--- config.mk ---
export PLATFORM = sky130hd
export DESIGN_NAME = audio_stream_ctrl
export DESIGN_NICKNAME = d
export VERILOG_FILES = /design/src/rtl/audio_pkg.sv /design/src/rtl/sat_counter.sv /design/src/rtl/audio_stream_ctrl.sv
export SDC_FILE = /design/constraint.sdc
export NUM_CORES = 1
export LEC_CHECK = 0
export BUFFER_PORTS_ARGS = -buffer_cell sky130_fd_sc_hd__clkbuf_2
export CORE_UTILIZATION = 40
export CTS_CLUSTER_SIZE = 8
export DETAILED_ROUTE_END_ITERATION = 16
export GPL_ROUTABILITY_DRIVEN = 0
export PLACE_DENSITY = 0.67
export SLEW_MARGIN = 30
export SYNTH_ARGS = -nofsm -noshare
export SYNTH_HDL_FRONTEND = slang
export SYNTH_SLANG_ARGS = --single-unit
export TNS_END_PERCENT = 30
--- constraint.sdc ---
create_clock -name clk -period 2.9 [get_ports clk]
set_input_delay 0.58 -clock clk [delete_from_list [all_inputs] [get_ports clk]]
set_output_delay 0.58 -clock clk [all_outputs]
set_load 0.02 [all_outputs]
--- src/rtl/audio_pkg.sv ---
// Shared types and constants for the codec audio streaming path.
package audio_pkg;

  localparam int unsigned DEFAULT_DATA_WIDTH = 32;

  // Stereo frame layout: left channel in the upper half, right in the lower
  localparam int unsigned LEFT_MSB  = 31;
  localparam int unsigned LEFT_LSB  = 16;
  localparam int unsigned RIGHT_MSB = 15;
  localparam int unsigned RIGHT_LSB = 0;

  // Effect latency counter; FX_LATENCY is limited to 0..15
  localparam int unsigned CNT_W = 4;

  typedef enum logic [2:0] {
    ST_IDLE,
    ST_READ,
    ST_CAPT,
    ST_FX,
    ST_PUSH
  } state_e;

endpackage

--- src/rtl/sat_counter.sv ---
// Saturating up-counter with increment enable; holds at all-ones.
module sat_counter #(
  parameter int unsigned WIDTH = 16
) (
  input  logic             clk,
  input  logic             reset_n,
  input  logic             inc,
  output logic [WIDTH-1:0] count
);

  always_ff @(posedge clk or negedge reset_n) begin
    if (!reset_n) begin
      count <= '0;
    end else if (inc && (count != '1)) begin
      count <= count + WIDTH'(1);
    end
  end

endmodule

--- src/rtl/audio_stream_ctrl.sv ---
// Single-frame-in-flight sequencer: rx FIFO -> effect (or bypass/mute) -> tx FIFO.
module audio_stream_ctrl
  import audio_pkg::*;
#(
  parameter int unsigned DATA_WIDTH = DEFAULT_DATA_WIDTH,
  parameter int unsigned FX_LATENCY = 2,
  parameter int unsigned DROP_CNT_W = 16
) (
  input  logic                  clk,
  input  logic                  reset_n,
  input  logic                  init_done,
  input  logic                  bypass,
  input  logic                  mute,
  input  logic                  adcfifo_empty,
  output logic                  adcfifo_read,
  input  logic [DATA_WIDTH-1:0] adcfifo_readdata,
  output logic                  fx_in_valid,
  output logic [DATA_WIDTH-1:0] fx_in_data,
  input  logic [DATA_WIDTH-1:0] fx_out_data,
  input  logic                  dacfifo_full,
  output logic                  dacfifo_write,
  output logic [DATA_WIDTH-1:0] dacfifo_writedata,
  output logic                  busy,
  output logic [DROP_CNT_W-1:0] drop_count
);

  state_e                state_q;
  state_e                state_d;
  logic [CNT_W-1:0]      cnt_q;
  logic [DATA_WIDTH-1:0] fx_q;
  logic [DATA_WIDTH-1:0] out_q;
  logic                  fx_valid_q;
  logic                  drop;

  always_ff @(posedge clk or negedge reset_n) begin
    if (!reset_n) begin
      state_q <= ST_IDLE;
    end else begin
      state_q <= state_d;
    end
  end

  // Next state; a held frame is dropped only when the tx FIFO is full and a newer frame waits
  always_comb begin
    state_d = state_q;
    drop    = 1'b0;
    case (state_q)
      ST_IDLE: if (init_done && !adcfifo_empty) state_d = ST_READ;
      ST_READ: state_d = ST_CAPT;
      ST_CAPT: state_d = (mute || bypass) ? ST_PUSH : ST_FX;
      ST_FX:   if (cnt_q == '0) state_d = ST_PUSH;
      ST_PUSH: begin
        if (!dacfifo_full) begin
          state_d = ST_IDLE;
        end else if (!adcfifo_empty) begin
          state_d = ST_IDLE;
          drop    = 1'b1;
        end
      end
      default: state_d = ST_IDLE;
    endcase
  end

  // Mode is sampled once in CAPT and frozen for the rest of the frame
  always_ff @(posedge clk or negedge reset_n) begin
    if (!reset_n) begin
      cnt_q      <= '0;
      fx_q       <= '0;
      out_q      <= '0;
      fx_valid_q <= 1'b0;
    end else begin
      fx_valid_q <= 1'b0;
      case (state_q)
        ST_CAPT: begin
          if (mute) begin
            out_q <= '0;
          end else if (bypass) begin
            out_q <= adcfifo_readdata;
          end else begin
            fx_q       <= adcfifo_readdata;
            cnt_q      <= CNT_W'(FX_LATENCY);
            fx_valid_q <= 1'b1;
          end
        end
        ST_FX: begin
          if (cnt_q == '0) begin
            out_q <= fx_out_data;
          end else begin
            cnt_q <= cnt_q - CNT_W'(1);
          end
        end
        default: ;
      endcase
    end
  end

  assign adcfifo_read      = (state_q == ST_READ);
  assign fx_in_valid       = fx_valid_q;
  assign fx_in_data        = fx_q;
  assign dacfifo_write     = (state_q == ST_PUSH) && !dacfifo_full;
  assign dacfifo_writedata = out_q;
  assign busy              = (state_q != ST_IDLE);

  sat_counter #(
    .WIDTH(DROP_CNT_W)
  ) u_drop_cnt (
    .clk    (clk),
    .reset_n(reset_n),
    .inc    (drop),
    .count  (drop_count)
  );

endmodule
# Yosys cells after proc, flatten, opt, wreduce, memory -nomap -nowiden
# Index checks and enable logic that the tools add are counted.
# op_classes
eq_ne,12
n_mux,20
n_reduce_logical,14
bitwise_logic,2
addsub,2
# op_table
op,n
two-way mux 32 bit,3
case mux 32 bit (2 select lines),1
"adder 16 x 1 -> 16 bit, second input constant",1
"inequality test 16 bit, second input constant",1
two-way mux 3 bit,5
case mux 3 bit (5 select lines),1
two-way mux 4 bit,3
"inequality test 2 bit, second input constant",5
AND reduction 3 bit,3
case mux 4 bit (2 select lines),1
"equality test 3 x 2 -> 1 bit, second input constant",2
two-way mux 1 bit,6
"inequality test 3 bit, second input constant",2
logical NOT 4 bit,1
AND reduction 4 bit,1
"subtractor 4 x 1 -> 4 bit, second input constant",1
"equality test 3 x 1 -> 1 bit, second input constant",1
"equality test 3 bit, second input constant",1
logical AND 1 bit,3
logical NOT 3 bit,1
nonzero test 3 bit,1
logical NOT 1 bit,2
NOT 1 bit,2
nonzero test 2 bit,1
logical OR 1 bit,1
# word_totals
inputBits,71
register_bits,88
out_inout_bits,84

# Longest topological paths before layout
# depth
depth_word,4
ltp_mapped,8
mapped_depth_nobuf,6

# Modules after synthesis
# Synthesis repeated with hierarchy kept, for this count alone.
# unflattened
hier_cells,323
hier_area_um2,4280.4
# by_module_without_submodules
module,area_each_um2,instances,cells_per_inst
audio_stream_ctrl,3420.8,1,251
sat_counter,859.6,1,72

# Least setup slack after synthesis
# Ideal clock, no wire load.
# synth_timing
path_kind,register to register
start,register cnt_q[0]
end,"register out_q[22], in the netlist dacfifo_writedata[22]"
arrival_ns,1.788
path_slack_ns,0.987
synth_period_minus_slack_ns,1.913
stages_incl_launch_ff,8
path_cell_list,dfrtp_1 inv_1 ha_1 or3b_4 a2111oi_4 buf_4 buf_4 a21oi_1
# synth_between
elab_chain_cells,3
# synth_rtl
item,line,source
"start, declared",audio_stream_ctrl.sv:29,logic [CNT_W-1:0] cnt_q;
"start signal, assigned",audio_stream_ctrl.sv:81,cnt_q <= CNT_W'(FX_LATENCY);
"start signal, assigned",audio_stream_ctrl.sv:89,cnt_q <= cnt_q - CNT_W'(1);
logical NOT 4 bit,audio_stream_ctrl.sv:86,if (cnt_q == '0) begin
inequality test 2 bit (no source line),--,
AND reduction 3 bit (no source line),--,
"end signal, assigned",audio_stream_ctrl.sv:78,out_q <= adcfifo_readdata;
"end signal, assigned",audio_stream_ctrl.sv:87,out_q <= fx_out_data;
"end, declared",audio_stream_ctrl.sv:31,logic [DATA_WIDTH-1:0] out_q;
# Every way passes these cells.
# A chain may end at the register's enable or synchronous reset.

# Worst setup path after layout
# layout_timing
start,register cnt_q[0]
end,"register out_q[17], in the netlist dacfifo_writedata[17]"
# The elaborated chain is that of the path after synthesis.

==> flow_summary_export.csv <==
group,metric,value,unit
logic_synthesis,synth_top_family_by_area,"simple AND/OR/NAND/NOR gates",
placement,place_hpwl,7238,µm
timing,drv_slew,0,
grt,antenna_found_initial,1,
logic_synthesis,synth_area_per_cell,9.514,µm²
placement,dp.cells,696,
logic_synthesis,synth-simple-area-share,26.15,%
logic_synthesis,ys_ff_latch,88,
critical_path,crit_arrival,2520,ps
final_layout,final_cells,713,
die,die_h,102.8,µm
clocking,cts.sinks,88,
critical_path,regToRegSetupSlack,640,ps
logic_synthesis,muxShareOfSynthArea,0.5544,%
clocking,cts_hold_buf,0,
critical_path,crit_required,3170,ps
clocking,cts_buffers,9,
route,antenna_left,0,
clocking,path_clk_slew,90,ps
pwr,vdd.ir_drop.worst,0.4541,mV
grt,grt_pass1_vias,3205,
logic_synthesis,yosys_warnings,0,
logic_synthesis,synth-adder-area-share,0.9239,%
die,die_area,10560,µm²
route,drt-total-wl,10060,µm
route,drt-initial-drc-count,111,
clocking,cts_buffer_depth,2,
logic_synthesis,syn_inst,427,
die,dieWidth,102.8,µm
timing,finalSetupTns,0,ps
logic_synthesis,synth-compound-area-share,11.30,%
critical_path,critical_path.max_fanout,46,
route,via_count,3518,
logic_synthesis,synth_xor_xnor_area_share,3.018,%
run,maxCapViolations,0,
timing,relSlewSlack,61.65,%
die,core-area,9819,µm²
placement,numPortBuffers,154,
critical_path,rr_endpoint,"dacfifo_writedata[17]",
die,initial_core_util,41.37,%
grt,grt_overflow_total,0,
clocking,cts_setup_buffers,0,
grt,grt_usage,19.17,%
critical_path,reg2regPathDepth,7,
critical_path,path_class,"reg2reg",
run_status,outcome,"finished clean",
critical_path,setup.worst_path.start_class,"register",
worst_hold_path,hp-class,"in2async",
timing,worst_slew_pin_slew,575.2,ps
clocking,cts_resized,0,
grt,grt_pass1_wl,15530,µm
route,drt-pass1-iter-count,6,
pwr,p_leak,2.579,nW
final_layout,final_nets,648,
timing,hold_viol_final,0,
route,wl_per_cell,14.11,µm
route,drc,0,
clocking,cts_tree,"built",
pwr,powerDensity,987.5,nW/µm²
critical_path,r2r_start,"cnt_q[0]",
final_layout,layout-drive-gt1-share,34.54,%
logic_synthesis,yosysSeqAreaShare,54.20,%
timing,rsz0062_at_grt,"no",
logic_synthesis,ys_types,37,
clocking,h-tree-depth,3,
timing,fin_crit,2258,ps
logic_synthesis,synth_nets,501,
timing,setup_viol,0,
clocking,root_buffer,"clkbuf_8",
timing,timing.final.crit_share,77.86,%
die,ios,155,
route,vias_per_cell,4.934,
timing,fmax,442.9,MHz
final_layout,area_growth,26.89,%
logic_synthesis,netlist_area,4063,µm²
die,rows,36,
timing,finClkSkew,9.829,ps
grt,grt_start_max_net_pins,58,
clocking,clock_insertion_delay_worst_skew,350,ps
critical_path,end_kind,"register",
==> layer usage <==
metal  global-route usage (%)  share of wire, %  vias up
li1                         -                 -     1726
met1                    25.08                45     1656
met2                    30.87                46      121
met3                    4.339               6.5       15
met4                    7.692               2.2        0
met5                        0                 0        -
==> logic make-up after synthesis <==
kind of cell               count (synthesis)
and+or+nand+nor                          215
adders and majority gates                  3
AOI/OAI and AO/OA                         73
muxes                                      2
buffers and inverters                     32
xor gates and xnor gates                  14
DFF                                       88
==> where the power goes <==
| group | leakage [nW] | internal [W] | switching (W) |
|---|---|---|---|
| logic | 1.38 | 0.000737 | 0.00140 |
| clock network | 0.104 | 0.000487 | 0.000424 |
| registers | 1.10 | 0.00173 | 0.000314 |
==> layout by cell type, fill, tap and decap left out, types with 2 or more instances in the layout <==
master     netlist  routed
a21oi_2         17      17
bufinv_16        0       2
clkbuf_1        13       2
and4_1           4       4
nand3_1          9       9
nand4_1          7       7
buf_4            4       7
clkinv_2         0       2
nor2_1          33      33
clkbuf_8         0       9
o21ai_0          3       3
inv_1            6       6
nand2_1        107     107
mux2_2           2       2
nor3b_1         34      34
dfrtp_1         88      88
or3_1            4       4
ha_1             3       3
and3_1           4       4
xnor2_1         14      14
a21oi_1         49      49
nand4b_1         3       3
clkbuf_2         0     153
==> synthesized netlist by cell type <==
cell,n,area (µm²)
and2_1,1,6.260
and3_1,4,25.02
o21ai_0,3,15.01
nand4_1,7,43.79
buf_2,5,25.02
dfrtp_1,88,2202
ha_1,3,37.54
nor2_2,1,6.260
a21oi_1,49,245.2
nand3_1,9,45.04
a21oi_2,17,148.9
nor4_1,1,6.260
nor2_1,33,123.9
a21boi_0,1,7.510
nand2b_1,1,6.260
buf_1,1,3.750
a22oi_1,1,7.510
and4_1,4,35.03
nand4b_1,3,26.28
clkinv_1,1,3.750
clkbuf_1,13,48.80
buf_6,2,22.52
nor3b_1,34,255.2
buf_4,4,30.03
a2111oi_4,1,27.53
and3b_1,1,8.760
nor3_2,1,10.01
xnor2_1,14,122.6
or3b_4,1,11.26
nor2b_1,1,6.260
or3_1,4,25.02
nand4bb_1,1,11.26
nand2_1,107,401.6
mux2_2,2,22.52
inv_1,6,22.52
o21bai_1,1,7.510
nor4b_1,1,8.760
==> cell type report <==
type                            instances  area (µm²)
Antenna cell                            1       2.502
Fill cell                             959        4664
Clock buffer                           11       131.4
Clock inverter                          5       81.33
Tap cell                              133       166.4
Timing Repair Buffer                  161       838.3
Inverter                                7       27.53
Multi-Input combinational cell        307        1705
Sequential cell                        88        2202
==> stage by stage <==
step / total power (W) / setup slack, ps / util, % / instance area, µm² / hold WS (ps)
global route: 0.005469 / 396.2 / 52.50 / 5155 / 181.9
finish: 0.005090 / 642.1 / 52.50 / 5155 / 158.9
detailed placement: 0.004232 / 642.0 / 50.31 / 4940 / 461.5
floorplan: 0.003461 / 986.6 / - / 4063 / 284.4
CTS: 0.005152 / 608.6 / 52.47 / 5152 / 162.8
global placement: 0.004162 / 698.4 / 50.29 / 4938 / 456.9
==> registers in the layout (all words and copies together), names as in the netlist <==
| name | count |
|---|---|
| dacfifo_writedata | 32 |
| fx_in_data | 32 |
| u_drop_cnt.count | 16 |
| cnt_q | 4 |
| state_q | 3 |
| fx_in_valid | 1 |
==> critical path: stages (launching register included) <==
cell	delay (ps)
dfrtp_1	400
inv_1	100
ha_1	140
or3b_4	410
a2111oi_4	390
buf_4	500
nor2_1	80
a21oi_1	130
==> worst max path at each step <==
| stage | start | to | slack, ps | depth (start not counted) |
|---|---|---|---|---|
| floorplan | cnt_q[0] | dacfifo_writedata[22] | 990 | 7 |
| global placement | cnt_q[0] | dacfifo_writedata[2] | 700 | 7 |
| detailed placement | cnt_q[0] | dacfifo_writedata[24] | 640 | 7 |
| CTS | cnt_q[0] | dacfifo_writedata[24] | 610 | 7 |
| global route | cnt_q[0] | dacfifo_writedata[24] | 400 | 7 |
| finish | cnt_q[0] | dacfifo_writedata[17] | 640 | 7 |
Power figures use the tool's default switching activity.
